### config.mk
export PLATFORM = sky130hd
export DESIGN_NAME = uart_tx_scheduler
export DESIGN_NICKNAME = d
export VERILOG_FILES = /design/src/rtl/uart_tx_scheduler.sv
export SDC_FILE = /design/constraint.sdc
export NUM_CORES = 1
export LEC_CHECK = 0
export BUFFER_PORTS_ARGS = -buffer_cell sky130_fd_sc_hd__buf_2
export CAP_MARGIN = 20
export CORE_UTILIZATION = 48
export DETAILED_ROUTE_END_ITERATION = 6
export GPL_ROUTABILITY_DRIVEN = 0
export HOLD_SLACK_MARGIN = 0.15
export PLACE_DENSITY = 0.75
export SLEW_MARGIN = 20
export SYNTH_ARGS = -nofsm -noshare
export SYNTH_HDL_FRONTEND = slang
export SYNTH_SLANG_ARGS = --single-unit
### constraint.sdc
create_clock -name clock -period 3.85 [get_ports clock]
set_clock_uncertainty 0.15 [all_clocks]
set_input_delay 0.77 -clock clock [delete_from_list [all_inputs] [get_ports clock]]
set_output_delay 0.77 -clock clock [all_outputs]
set_load 0.02 [all_outputs]
### src/rtl/uart_tx_scheduler.sv
// uart_tx_scheduler: shares one UART transmitter between NUM_REQ packet
// sources. It arbitrates round-robin, latches the winner's packet of up to
// MAX_BYTES bytes and streams it byte by byte through the txce/tx/bsy handshake.
// Optional feature macro: UART_TX_SCHED_HEADER_EN. When it is defined, every
// non-empty packet is preceded by SYNC_BYTE and then the source index byte.
module uart_tx_scheduler #(
  parameter int         NUM_REQ     = 2,
  parameter int         MAX_BYTES   = 8,
  parameter int         LEN_W       = 4,
  parameter int         GAP_CYCLES  = 16,
  parameter int         BSY_TIMEOUT = 8,
  parameter logic [7:0] SYNC_BYTE   = 8'hA7
) (
  input  logic                           clock,
  input  logic                           reset,
  input  logic [NUM_REQ-1:0]             req,
  input  logic [NUM_REQ*LEN_W-1:0]       req_len,
  input  logic [NUM_REQ*MAX_BYTES*8-1:0] req_data,
  output logic [NUM_REQ-1:0]             grant,
  output logic [NUM_REQ-1:0]             done,
  output logic                           txce,
  output logic [7:0]                     tx,
  input  logic                           bsy,
  output logic                           busy,
  output logic                           timeout_err
);

`ifdef UART_TX_SCHED_HEADER_EN
  localparam int HDR_N = 2;
`else
  localparam int HDR_N = 0;
`endif

  localparam int PTR_W   = (NUM_REQ > 1) ? $clog2(NUM_REQ) : 1;
  localparam int IDX_W   = $clog2(MAX_BYTES + HDR_N + 1);
  localparam int CNT_MAX = (GAP_CYCLES > BSY_TIMEOUT) ? GAP_CYCLES : BSY_TIMEOUT;
  localparam int CNT_W   = (CNT_MAX > 1) ? $clog2(CNT_MAX + 1) : 1;
  localparam logic [CNT_W-1:0] GAP_LAST = (GAP_CYCLES > 0) ? CNT_W'(GAP_CYCLES - 1) : CNT_W'(0);
  localparam logic [CNT_W-1:0] TMO_LAST = (BSY_TIMEOUT > 0) ? CNT_W'(BSY_TIMEOUT - 1) : CNT_W'(0);
  localparam logic [LEN_W-1:0] MAX_LEN  = LEN_W'(MAX_BYTES);

  typedef enum logic [2:0] {
    IDLE    = 3'd0,
    LOAD    = 3'd1,
    START   = 3'd2,
    WAIT_HI = 3'd3,
    WAIT_LO = 3'd4,
    GAP     = 3'd5
  } state_t;

  state_t                   state_r, state_nxt_s;
  logic [PTR_W-1:0]         rr_ptr_r, rr_ptr_nxt_s, src_r, src_nxt_s, win_s;
  logic [MAX_BYTES*8-1:0]   data_r, data_nxt_s, win_data_s;
  logic                     empty_r, empty_nxt_s, any_req_s, byte_last_s;
  logic [IDX_W-1:0]         last_r, last_nxt_s, idx_r, idx_nxt_s, pay_idx_s;
  logic [CNT_W-1:0]         cnt_r, cnt_nxt_s;
  logic [NUM_REQ-1:0]       grant_r, grant_nxt_s, done_r, done_nxt_s, win_hot_s, src_hot_s;
  logic                     txce_r, txce_nxt_s, busy_r, terr_r, terr_nxt_s;
  logic [7:0]               tx_r, tx_nxt_s, byte_sel_s;
  logic [LEN_W-1:0]         win_len_s, clamp_len_s;
  logic [2:0]               src3_s;

  // Round-robin search: first set request at or above rr_ptr, wrapping.
  always_comb begin
    int j;
    j = 0;
    any_req_s = 1'b0;
    win_s = PTR_W'(0);
    for (int k = 0; k < NUM_REQ; k++) begin
      j = int'(rr_ptr_r) + k;
      if (j >= NUM_REQ) begin
        j = j - NUM_REQ;
      end else begin
        j = j;
      end
      for (int i = 0; i < NUM_REQ; i++) begin
        if (!any_req_s && (i == j) && req[i]) begin
          any_req_s = 1'b1;
          win_s = PTR_W'(i);
        end else begin
          win_s = win_s;
        end
      end
    end
  end

  // Winner's length/payload mux, one-hot codes and clamped length.
  always_comb begin
    win_len_s  = LEN_W'(0);
    win_data_s = {(MAX_BYTES*8){1'b0}};
    win_hot_s  = {NUM_REQ{1'b0}};
    src_hot_s  = {NUM_REQ{1'b0}};
    for (int i = 0; i < NUM_REQ; i++) begin
      src_hot_s[i] = (src_r == PTR_W'(i));
      if (win_s == PTR_W'(i)) begin
        win_hot_s[i] = 1'b1;
        win_len_s    = req_len[i*LEN_W +: LEN_W];
        win_data_s   = req_data[i*MAX_BYTES*8 +: MAX_BYTES*8];
      end else begin
        win_hot_s[i] = 1'b0;
      end
    end
    clamp_len_s = (win_len_s > MAX_LEN) ? MAX_LEN : win_len_s;
  end

  // Byte on the wire for the current index: optional header, then payload LSB first.
  always_comb begin
    src3_s      = 3'(src_r);
    pay_idx_s   = idx_r - IDX_W'(HDR_N);
    byte_last_s = (idx_r == last_r);
    byte_sel_s  = 8'h00;
    if ((HDR_N != 0) && (idx_r == IDX_W'(0))) begin
      byte_sel_s = SYNC_BYTE;
    end else if ((HDR_N != 0) && (idx_r == IDX_W'(1))) begin
      byte_sel_s = {5'b00000, src3_s};
    end else begin
      for (int k = 0; k < MAX_BYTES; k++) begin
        if (pay_idx_s == IDX_W'(k)) begin
          byte_sel_s = data_r[k*8 +: 8];
        end else begin
          byte_sel_s = byte_sel_s;
        end
      end
    end
  end

  // Next-state logic.
  always_comb begin
    state_nxt_s = state_r;
    case (state_r)
      IDLE:    if (any_req_s) state_nxt_s = LOAD; else state_nxt_s = IDLE;
      LOAD:    if (empty_r) state_nxt_s = GAP; else state_nxt_s = START;
      START:   if (!bsy) state_nxt_s = WAIT_HI; else state_nxt_s = START;
      WAIT_HI: begin
        if (bsy) begin
          state_nxt_s = WAIT_LO;
        end else if (cnt_r == TMO_LAST) begin
          state_nxt_s = byte_last_s ? GAP : LOAD;
        end else begin
          state_nxt_s = WAIT_HI;
        end
      end
      WAIT_LO: begin
        if (!bsy) begin
          state_nxt_s = byte_last_s ? GAP : LOAD;
        end else begin
          state_nxt_s = WAIT_LO;
        end
      end
      GAP:     if (cnt_r == GAP_LAST) state_nxt_s = IDLE; else state_nxt_s = GAP;
      default: state_nxt_s = IDLE;
    endcase
  end

  // Next values of outputs and packet datapath for each state.
  always_comb begin
    rr_ptr_nxt_s = rr_ptr_r;
    src_nxt_s    = src_r;
    data_nxt_s   = data_r;
    empty_nxt_s  = empty_r;
    last_nxt_s   = last_r;
    idx_nxt_s    = idx_r;
    cnt_nxt_s    = cnt_r;
    grant_nxt_s  = {NUM_REQ{1'b0}};
    done_nxt_s   = {NUM_REQ{1'b0}};
    txce_nxt_s   = 1'b0;
    tx_nxt_s     = tx_r;
    terr_nxt_s   = terr_r;
    case (state_r)
      IDLE: begin
        if (any_req_s) begin
          grant_nxt_s  = win_hot_s;
          rr_ptr_nxt_s = (win_s == PTR_W'(NUM_REQ - 1)) ? PTR_W'(0) : win_s + PTR_W'(1);
          src_nxt_s    = win_s;
          data_nxt_s   = win_data_s;
          empty_nxt_s  = (clamp_len_s == LEN_W'(0));
          last_nxt_s   = IDX_W'(clamp_len_s) + IDX_W'(HDR_N) - IDX_W'(1);
          idx_nxt_s    = IDX_W'(0);
        end else begin
          grant_nxt_s  = {NUM_REQ{1'b0}};
        end
      end
      LOAD: begin
        if (empty_r) begin
          done_nxt_s = src_hot_s;
          cnt_nxt_s  = CNT_W'(0);
        end else begin
          tx_nxt_s   = byte_sel_s;
        end
      end
      START: begin
        if (!bsy) begin
          txce_nxt_s = 1'b1;
          cnt_nxt_s  = CNT_W'(0);
        end else begin
          txce_nxt_s = 1'b0;
        end
      end
      WAIT_HI, WAIT_LO: begin
        // A bsy timeout in WAIT_HI finishes the byte exactly like bsy falling.
        if ((state_r == WAIT_HI) && bsy) begin
          cnt_nxt_s = cnt_r;
        end else if ((state_r == WAIT_HI) && (cnt_r != TMO_LAST)) begin
          cnt_nxt_s = cnt_r + CNT_W'(1);
        end else if ((state_r == WAIT_LO) && bsy) begin
          cnt_nxt_s = cnt_r;
        end else begin
          if (state_r == WAIT_HI) terr_nxt_s = 1'b1; else terr_nxt_s = terr_r;
          if (byte_last_s) begin
            done_nxt_s = src_hot_s;
            cnt_nxt_s  = CNT_W'(0);
          end else begin
            idx_nxt_s  = idx_r + IDX_W'(1);
          end
        end
      end
      GAP: begin
        if (cnt_r == GAP_LAST) cnt_nxt_s = cnt_r; else cnt_nxt_s = cnt_r + CNT_W'(1);
      end
      default: begin
        grant_nxt_s = {NUM_REQ{1'b0}};
      end
    endcase
  end

  // State register.
  always_ff @(posedge clock) begin
    if (reset) state_r <= IDLE;
    else       state_r <= state_nxt_s;
  end

  // Registered outputs and packet datapath.
  always_ff @(posedge clock) begin
    if (reset) begin
      rr_ptr_r <= PTR_W'(0);
      src_r    <= PTR_W'(0);
      data_r   <= {(MAX_BYTES*8){1'b0}};
      empty_r  <= 1'b0;
      last_r   <= IDX_W'(0);
      idx_r    <= IDX_W'(0);
      cnt_r    <= CNT_W'(0);
      grant_r  <= {NUM_REQ{1'b0}};
      done_r   <= {NUM_REQ{1'b0}};
      txce_r   <= 1'b0;
      tx_r     <= 8'h00;
      busy_r   <= 1'b0;
      terr_r   <= 1'b0;
    end else begin
      rr_ptr_r <= rr_ptr_nxt_s;
      src_r    <= src_nxt_s;
      data_r   <= data_nxt_s;
      empty_r  <= empty_nxt_s;
      last_r   <= last_nxt_s;
      idx_r    <= idx_nxt_s;
      cnt_r    <= cnt_nxt_s;
      grant_r  <= grant_nxt_s;
      done_r   <= done_nxt_s;
      txce_r   <= txce_nxt_s;
      tx_r     <= tx_nxt_s;
      busy_r   <= (state_nxt_s != IDLE);
      terr_r   <= terr_nxt_s;
    end
  end

  assign grant       = grant_r;
  assign done        = done_r;
  assign txce        = txce_r;
  assign tx          = tx_r;
  assign busy        = busy_r;
  assign timeout_err = terr_r;

endmodule

==> results of run 1 <==
[logic make-up after synthesis]
kind of cell | Yosys count
adders and majority gates | 7
xor gates and xnor gates | 7
buffers and inverters | 71
AOI/OAI and AO/OA | 171
DFF | 98
and+or+nand+nor | 183
muxes | 70
[power by group]
part | switching [mW] | total (mW) | internal (mW)
combinational | 0.466 | 0.803 | 0.337
sequential | 0.131 | 1.33 | 1.20
clock | 0.369 | 0.608 | 0.239
total | 0.966 | 2.74 | 1.78
[cells in the final DEF (no fill, tap or decap), drive strengths merged, types with 4 or more instances in the layout]
master / netlist / final
a211oi: 65 / 65
and3: 9 / 9
o211ai: 17 / 17
nand2b: 7 / 7
nor2: 76 / 76
a21oi: 35 / 35
nand3: 6 / 6
nor3: 10 / 10
xnor2: 7 / 7
clkinv: 0 / 4
nor2b: 5 / 5
or3: 4 / 4
o21ai: 22 / 22
dfxtp: 98 / 98
a221oi: 9 / 9
buf: 15 / 158
clkbuf: 39 / 9
ha: 7 / 7
nand2: 49 / 49
mux2i: 68 / 68
inv: 17 / 19
o22ai: 8 / 8
[area by class of cell]
type	instances	area [sq um]
fill	973	4260
multi-input combinational	438	2880
sequential	98	1960
timing repair buffer	158	813
tap	136	170
clock buffer	9	124
inverter	17	63.8
clock inverter	7	52.6
[per-layer routing]
metal	routed length [um]	vias up	share of wire, %	track usage [%]
met2	6110	121	49	39.5
met3	616	11	5.0	4.99
met4	130	0	1.1	5.84
met5	0	-	0	0
li1	-	2437	-	-
met1	5490	2146	44	28.7
[worst register-to-register path, cell delays in order (launching register included)]
cell and delay (ps):
dfxtp_1 350, o21ai_4 290, mux2i_1 410, a21oi_1 120, a211o_1 280, ha_1 220
or4_1 550, a31oi_1 170
[worst max path at each step]
stage | start | endpoint | slack (ps) | cells past startpoint
after floorplan | req[0] | last_r[2] | 880 | 9
after global placement | req[0] | last_r[2] | 830 | 9
after detailed placement | req[0] | last_r[2] | 690 | 9
after CTS | req[0] | last_r[2] | 1110 | 9
after global routing | req[0] | last_r[2] | 920 | 9
final | req[0] | last_r[2] | 1070 | 9
[sequential cells by signal, indices dropped and copies added, names as in the netlist]
signal and flops:
last_r 4, empty_r 1, idx_r 4, busy 1
data_r 64, state_r 3, txce 1, rr_ptr_r 1
src_r 1, timeout_err 1, cnt_r 5, grant 2
tx 8, done 2
[per-stage QoR]
step                total power, mW  worst slack (ps)
floorplan                      1.92               881
global placement               2.13               833
detailed placement             2.16               694
CTS                            2.76              1110
global route                   2.92               916
finish                         2.74              1070
==> results.yml, run 1 <==
critical_path:
  slowest_stage: "or4_1"
  rrSetupSlack_ps: 1230
  cp.required_ps: 3990
  crit_buf_inv: 2
  criticalPathCategory: "primary input to register"
  cp_max_fo: 8
  path_cells: "buf_2 > inv_1 > o21ai_4 > mux2i_1 > a21oi_1 > a211o_1 > ha_1 > or4_1 > a31oi_1"
  max_stage_delay_ps: 550
  r2r_cells: 7
  worst_r2r_endpoint: "last_r[2]"
  path_delay_family: "compound AO/OA/AOI/OAI gates"
  arrival_ps: 2930
  r2r-start: "rr_ptr_r"
  endpoint_kind: "register"
  start_kind: "primary input"
drt:
  vias: 4715
  drtIter0Drc: 276
  ant_nets: 0
  wl_per_cell_um: 14.3
  postRouteWirelength_um: 12300
  drc: 0
  via_per_inst: 5.46
  drt_pass1_iterations: 4
outcome:
  status: "finished, final reports clean"
clock_tree:
  insertion_delay_ps: 360
  cts.hold.buffers_added: 0
  postCtsResizedCells: 0
  ctsHtreeMaxLevel: 3
  cts_buffers: 9
  cts_root_buf: "clkbuf_8"
  cts_tree: "done"
  post_cts_buffers: 0
  clock_sinks: 98
  clk_pin_slew_ps: 100
  cts_max_path_buffers: 2
synth:
  synth_edf_count: 0
  synth_fp_nets: 755
  netlist_area_sq_um: 5110
  synthAdderAreaFrac_pct: 1.72
  synth_cells: 607
  synth_top_family_by_area: "compound AO/OA/AOI/OAI gates"
  synth-simple-area-share_pct: 16.4
  ys_warn_count: 0
  synth_cell_types: 44
  synth-main-ff-cell: "dfxtp_1"
  synthDominantCellAreaShare_pct: 38.4
  synth_compound_area_share_pct: 22.9
  synth_mux_area_share_pct: 13.8
  avgSynthCellArea_sq_um: 8.41
  seq_area_frac_synth_pct: 38.4
  yosys_register_bits: 98
  synth_common_cells: "dfxtp_1 (98), nor2_1 (76), mux2i_1 (68)"
  yosysMostFrequentCell: "dfxtp_1"
  synth_top_area_cell: "dfxtp_1"
  ys_async_sr_fraction_pct: 0
  synth_xor_area_share_pct: 1.20
  synth.area.top_cells: "dfxtp_1 (38%), mux2i_1 (13%), a211oi_1 (9.6%)"
sta:
  hold_viol_final: 0
  fmax_mhz: 359
  relSlewSlack_pct: 31.6
  rsz0062_at_grt: "false"
  slew_violations: 0
  setup_viol: 0
  period_share_pct: 72.3
  finalSetupTns_ps: 0
  worst_pin_slew_ps: 1030
  period_needed_ps: 2780
  hold_slack_ps: 313
finish:
  nNetsFinal: 870
  fin_cells: 863
  drive_above_1_share_pct: 25.2
  area_growth_pct: 18.8
  antenna_cells: 0
  final_area_sq_um: 6070
  utilization_pct: 58.8
global_route:
  antenna_found_initial: 0
  grt-ovfl-total: 0
  grt_pass1_wl_um: 20500
  grt_usage_pct: 22.8
  grt_max_degree: 141
  first_global_vias: 4454
die:
  die_w_um: 105
  start_util_pct: 49.5
  chipHeight_um: 105
  coreArea_sq_um: 10300
  rows: 37
  io_pins: 156
  dieArea_sq_um: 11100
placed_design:
  placed_area_sq_um: 5890
  io_buffers: 155
  dp_hpwl_um: 8960
  dp_cells: 847
job:
  cap_violations: 0
power_and_ir_drop:
  power_leakage_nw: 2.68
  p_per_area_nw_per_um2: 452
  ir_drop_v: 0.000489
min_path:
  hold_start: "src_r"
  holdPathEnd: "done[1]"
  min_path_cells: 2
  holdCritPathClass: "register to register"
Power figures use the tool's default switching activity.
==> run 2, diff against run 1 <==
--- a/config.mk
+++ b/config.mk
@@ -5,6 +5,7 @@
 export SDC_FILE = /design/constraint.sdc
 export NUM_CORES = 1
 export LEC_CHECK = 0
+export ABC_AREA = 1
 export BUFFER_PORTS_ARGS = -buffer_cell sky130_fd_sc_hd__buf_2
 export CAP_MARGIN = 20
 export CORE_UTILIZATION = 48
==> constraint.sdc (replaced) <==
create_clock -name clock -period 2.8 [get_ports clock]
set_clock_uncertainty 0.15 [all_clocks]
set_input_delay 0.56 -clock clock [delete_from_list [all_inputs] [get_ports clock]]
set_output_delay 0.56 -clock clock [all_outputs]
set_load 0.02 [all_outputs]
==> results.yml, run 2 <==
outcome:
  status: "finished, final reports clean"
global_route:
  grt_pass1_wl_um: 22700
  antenna_found_initial: 0
  grt_max_degree: 57
  first_global_vias: 4788
  grt_usage_pct: 25.4
  grt-ovfl-total: 0
sta:
  period_share_pct: 86.3
  fmax_mhz: 414
  hold_viol_final: 0
  hold_slack_ps: 238
  relSlewSlack_pct: 59.5
  finalSetupTns_ps: 0
  period_needed_ps: 2420
  worst_pin_slew_ps: 606
  slew_violations: 0
  setup_viol: 0
  rsz0062_at_grt: "false"
die:
  die_w_um: 105
  rows: 37
  dieArea_sq_um: 11000
  coreArea_sq_um: 10300
  start_util_pct: 49.4
  chipHeight_um: 105
  io_pins: 156
synth:
  seq_area_frac_synth_pct: 38.6
  synth_fp_nets: 906
  synth_cell_types: 39
  synth_cells: 758
  synth-main-ff-cell: "dfxtp_1"
  ys_async_sr_fraction_pct: 0
  yosysMostFrequentCell: "nand2_1"
  netlist_area_sq_um: 5080
  synth.area.top_cells: "dfxtp_1 (39%), nand2_1 (20%), nand3_1 (6.1%)"
  synth_top_area_cell: "dfxtp_1"
  synthDominantCellAreaShare_pct: 38.6
  synth_common_cells: "nand2_1 (276), dfxtp_1 (98), nand3_1 (62)"
  ys_warn_count: 0
  yosys_register_bits: 98
  synth_edf_count: 0
  avgSynthCellArea_sq_um: 6.70
critical_path:
  endpoint_kind: "register"
  worstSetupStartpoint: "idx_r[1]"
  r2r-start: "idx_r[1]"
  cp.required_ps: 2930
  start_kind: "register"
  cp_max_fo: 17
  criticalPathCategory: "register to register"
  crit_end: "tx[6]"
  rrSetupSlack_ps: 380
  arrival_ps: 2550
  r2r_cells: 8
  worst_r2r_endpoint: "tx[6]"
drt:
  wl_per_cell_um: 13.2
  via_per_inst: 5.11
  vias: 5261
  drc: 0
  drt_pass1_iterations: 5
  ant_nets: 0
  drtIter0Drc: 337
  postRouteWirelength_um: 13600
power_and_ir_drop:
  p_per_area_nw_per_um2: 621
  finalPower_mw: 3.77
  ir_drop_v: 0.000331
  power_leakage_nw: 2.83
clock_tree:
  post_cts_buffers: 0
  cts_tree: "done"
  clock_sinks: 98
  cts_buffers: 9
  ctsHtreeMaxLevel: 3
  clk_pin_slew_ps: 90
  cts_max_path_buffers: 2
  cts_root_buf: "clkbuf_8"
  postCtsResizedCells: 0
  cts.hold.buffers_added: 0
  insertion_delay_ps: 360
finish:
  final_cell_mix: "nand2_1 (276), buf_2 (155), dfxtp_1 (98), nand3_1 (62), inv_1 (59)"
  largest_reg_flops: 64
  fillers: 1049
  antenna_cells: 0
  drive_above_1_share_pct: 22.7
  fin_cells: 1029
  nNetsFinal: 1038
  final_common_cell: "nand2_1"
  final_area_sq_um: 6060
  area_growth_pct: 19.4
  largest_register: "data_r"
min_path:
  holdCritPathClass: "primary input to register"
placed_design:
  dp_hpwl_um: 9950
  io_buffers: 155
  placed_area_sq_um: 5900
  dp_cells: 1015
job:
  cap_violations: 0
-- run 2: changes by cell type after synthesis, sizes merged, moves of 24 or more --
cell / before / now
a31oi: 2 / 33
nand3: 6 / 63
mux2i: 68 / 0
a211oi: 65 / 1
inv: 17 / 66
nand2: 49 / 281
clkbuf: 39 / 15
-- run 2: per-stage QoR --
step           setup WS, ps  util [%]
3_5_place_dp            281      57.4
2_1_floorplan           590         -
6_report                384      59.0
5_1_grt                 116      59.0
4_1_cts                 439      59.0
3_3_place_gp            365      57.4
-- run 2: critical path, stage by stage, from the launching register on --
cell	delay, ps
dfxtp_1	360
inv_1	120
ha_1	530
nand3_1	560
nand4_1	300
nand2_1	70
nand2_1	70
nand2_1	50
a21oi_1	110
-- run 2: final cells by class --
cell class / count / area [sq um] / area share, %
Tap cell: 136 / 170 / 2.81
Clock buffer: 10 / 138 / 2.27
Clock inverter: 4 / 30.0 / 0.495
Multi-Input combinational cell: 551 / 2670 / 43.9
Inverter: 67 / 251 / 4.15
Sequential cell: 98 / 1960 / 32.3
Timing Repair Buffer: 163 / 848 / 14.0
-- run 2: routing by layer --
metal,GRT usage [%],vias to the layer above,share of wire (%)
met3,3.74,20,5.8
met1,35.4,2338,48
met5,0,-,0
met2,40.5,172,45
li1,-,2731,-
met4,7.75,0,1.6
-- run 2: kinds of logic (layout without fill, tap and decap cells) --
group	Yosys count	after routing	share of synthesized area (%)
flip-flops	98	98	38.6
AO/OA/AOI/OAI	101	101	12.7
buffers and inverters	109	244	8.87
adder cells (fa/ha/maj)	7	7	1.72
XOR/XNOR	8	8	1.38
AND/OR/NAND/NOR	435	435	36.7
-- run 2: worst min-delay path by stage --
stage	start	to	cells past startpoint
after detailed placement	src_r	done[0]	1
after floorplan	src_r	done[0]	1
final	req_data[120]	data_r[56]	3
after CTS	req_data[120]	data_r[56]	3
after global placement	src_r	done[0]	1
after global routing	req_data[108]	data_r[44]	3
-- run 2: report_power, final --
part / internal (mW) / switching [mW] / leakage (nW) / total [mW]
Clock: 0.337 / 0.477 / 0.0725 / 0.814
Combinational: 0.431 / 0.763 / 1.95 / 1.19
Sequential: 1.61 / 0.150 / 0.804 / 1.76
Total: 2.38 / 1.39 / 2.83 / 3.77
==> run 3, diff against run 2 <==
--- a/config.mk
+++ b/config.mk
@@ -5,12 +5,13 @@
 export SDC_FILE = /design/constraint.sdc
 export NUM_CORES = 1
 export LEC_CHECK = 0
-export ABC_AREA = 1
+export ABC_AREA = 0
 export BUFFER_PORTS_ARGS = -buffer_cell sky130_fd_sc_hd__buf_2
 export CAP_MARGIN = 20
 export CORE_UTILIZATION = 48
 export DETAILED_ROUTE_END_ITERATION = 6
 export GPL_ROUTABILITY_DRIVEN = 0
+export GPL_TIMING_DRIVEN = 0
 export HOLD_SLACK_MARGIN = 0.15
 export PLACE_DENSITY = 0.75
 export SLEW_MARGIN = 20
==> results.yml, run 3 (synthesis gave the netlist of run 1 again) <==
sta:
  period_needed_ps: 2580
  relSlewSlack_pct: 35.1
  worst_pin_slew_ps: 966
  fmax_mhz: 387
  slew_violations: 0
  rsz0062_at_grt: "false"
  hold_viol_final: 0
  period_share_pct: 92.3
  setup_viol: 0
finish:
  final_cell_mix: "buf_2 (168), dfxtp_1 (98), nor2_1 (76), mux2i_1 (67), a211oi_1 (65)"
  antenna_cells: 0
  largest_register: "data_r"
  nNetsFinal: 923
  final_common_cell: "buf_2"
  final_area_sq_um: 6250
  drive_above_1_share_pct: 25.1
  largest_reg_flops: 64
  area_growth_pct: 22.3
drt:
  drc: 0
  drtIter0Drc: 295
  ant_nets: 0
  via_per_inst: 5.60
  drt_pass1_iterations: 5
  vias: 5129
  postRouteWirelength_um: 13800
  wl_per_cell_um: 15.1
critical_path:
  path_depth: 8
  criticalPathCategory: "register to register"
  start_kind: "register"
  path_cells: "o21ai_1 > buf_4 > mux2i_2 > a21oi_1 > a211o_1 > ha_1 > or4_1 > a31oi_1"
  cp_max_fo: 5
  arrival_ps: 2730
  crit_buf_inv: 1
  slowest_stage: "or4_1"
  rrSetupSlack_ps: 220
  path_delay_family: "compound AO/OA/AOI/OAI gates"
  r2r_cells: 8
  endpoint_kind: "register"
  max_stage_delay_ps: 540
  cp.required_ps: 2950
power_and_ir_drop:
  finalPower_mw: 3.87
  ir_drop_v: 0.000349
  power_leakage_nw: 2.76
  p_per_area_nw_per_um2: 619
die:
  start_util_pct: 49.5
  io_pins: 156
  die_w_um: 105
  rows: 37
  chipHeight_um: 105
  coreArea_sq_um: 10300
  dieArea_sq_um: 11100
outcome:
  status: "finished, final reports clean"
global_route:
  grt_pass1_wl_um: 22700
  antenna_found_initial: 0
  first_global_vias: 4862
  met1_usage_pct: 32.0
  grt-ovfl-total: 0
  grt_usage_pct: 25.6
  grt_max_degree: 17
  grt_use_met3_pct: 4.12
  busiest_layer: "met2"
  grtUsageMet2_pct: 43.9
job:
  cap_violations: 0
min_path:
  min_path_cells: 1
  holdCritPathClass: "register to register"
placed_design:
  placed_area_sq_um: 6050
  dp_hpwl_um: 10700
  io_buffers: 154
clock_tree:
  cts_max_path_buffers: 2
  clock_sinks: 98
  insertion_delay_ps: 370
  cts.hold.buffers_added: 0
  ctsHtreeMaxLevel: 3
  cts_buffers: 9
  clk_pin_slew_ps: 100
  cts_root_buf: "clkbuf_8"
  cts_tree: "done"
==> run 3: cell types whose count changed in the layout (fill, tap and decap cells not counted), sizes merged, moves of 12 or more <==
cell | before | now
clkbuf | 10 | 49
a32oi | 13 | 1
inv | 66 | 18
a211oi | 1 | 65
nor2 | 63 | 76
mux2i | 0 | 68
o211ai | 1 | 17
nand2 | 281 | 49
nand3 | 63 | 6
a31oi | 33 | 2
==> run 3: worst paths after layout <==
kind	from	to
setup / recovery	rr_ptr_r	last_r[2]
hold reg to reg	src_r	done[0]
hold / removal	src_r	done[0]
setup reg to reg	rr_ptr_r	last_r[2]
==> run 3: metrics by stage <==
step                util (%)  hold slack [ps]  std cells  TNS, ps  setup WS, ps
floorplan                  -              264        607        0          40.8
global placement        58.6              278        897     -545          -468
detailed placement      58.6              282        897     -600          -522
CTS                     60.5              289        916        0           138
global route            60.5              320        916        0         0.336
finish                  60.5              282        916        0           216
==> run 3: metal layers <==
metal,vias to the layer above,routed length (um)
li1,2533,-
met1,2388,6110
met2,174,6670
met3,34,690
met4,0,331
met5,-,0
==> run 3: power breakdown <==
| part | leakage, nW | switching (mW) | internal (mW) |
|---|---|---|---|
| logic | 1.87 | 0.714 | 0.491 |
| registers | 0.809 | 0.176 | 1.65 |
| clock network | 0.0787 | 0.509 | 0.324 |
==> run 3: worst register-to-register path, cell delays in order (launching register included) <==
cell,delay [ps]
dfxtp_1,320
o21ai_1,190
buf_4,180
mux2i_2,330
a21oi_1,110
a211o_1,280
ha_1,230
or4_1,540
a31oi_1,190
==> run 3: layout make-up <==
class	count	area (sq um)
Multi-Input combinational cell	438	2860
Sequential cell	98	1960
Inverter	17	63.8
Timing Repair Buffer	157	793
Clock inverter	6	41.3
Clock buffer	10	128
Fill cell	947	4080
Buffer	54	224
Tap cell	136	170
==> run 3: what timing repair did <==
item,4_1_cts,5_1_grt
pin swaps,0,0
buffers inserted,3,0
resized for setup,3,1
setup endpoints to repair,1,1
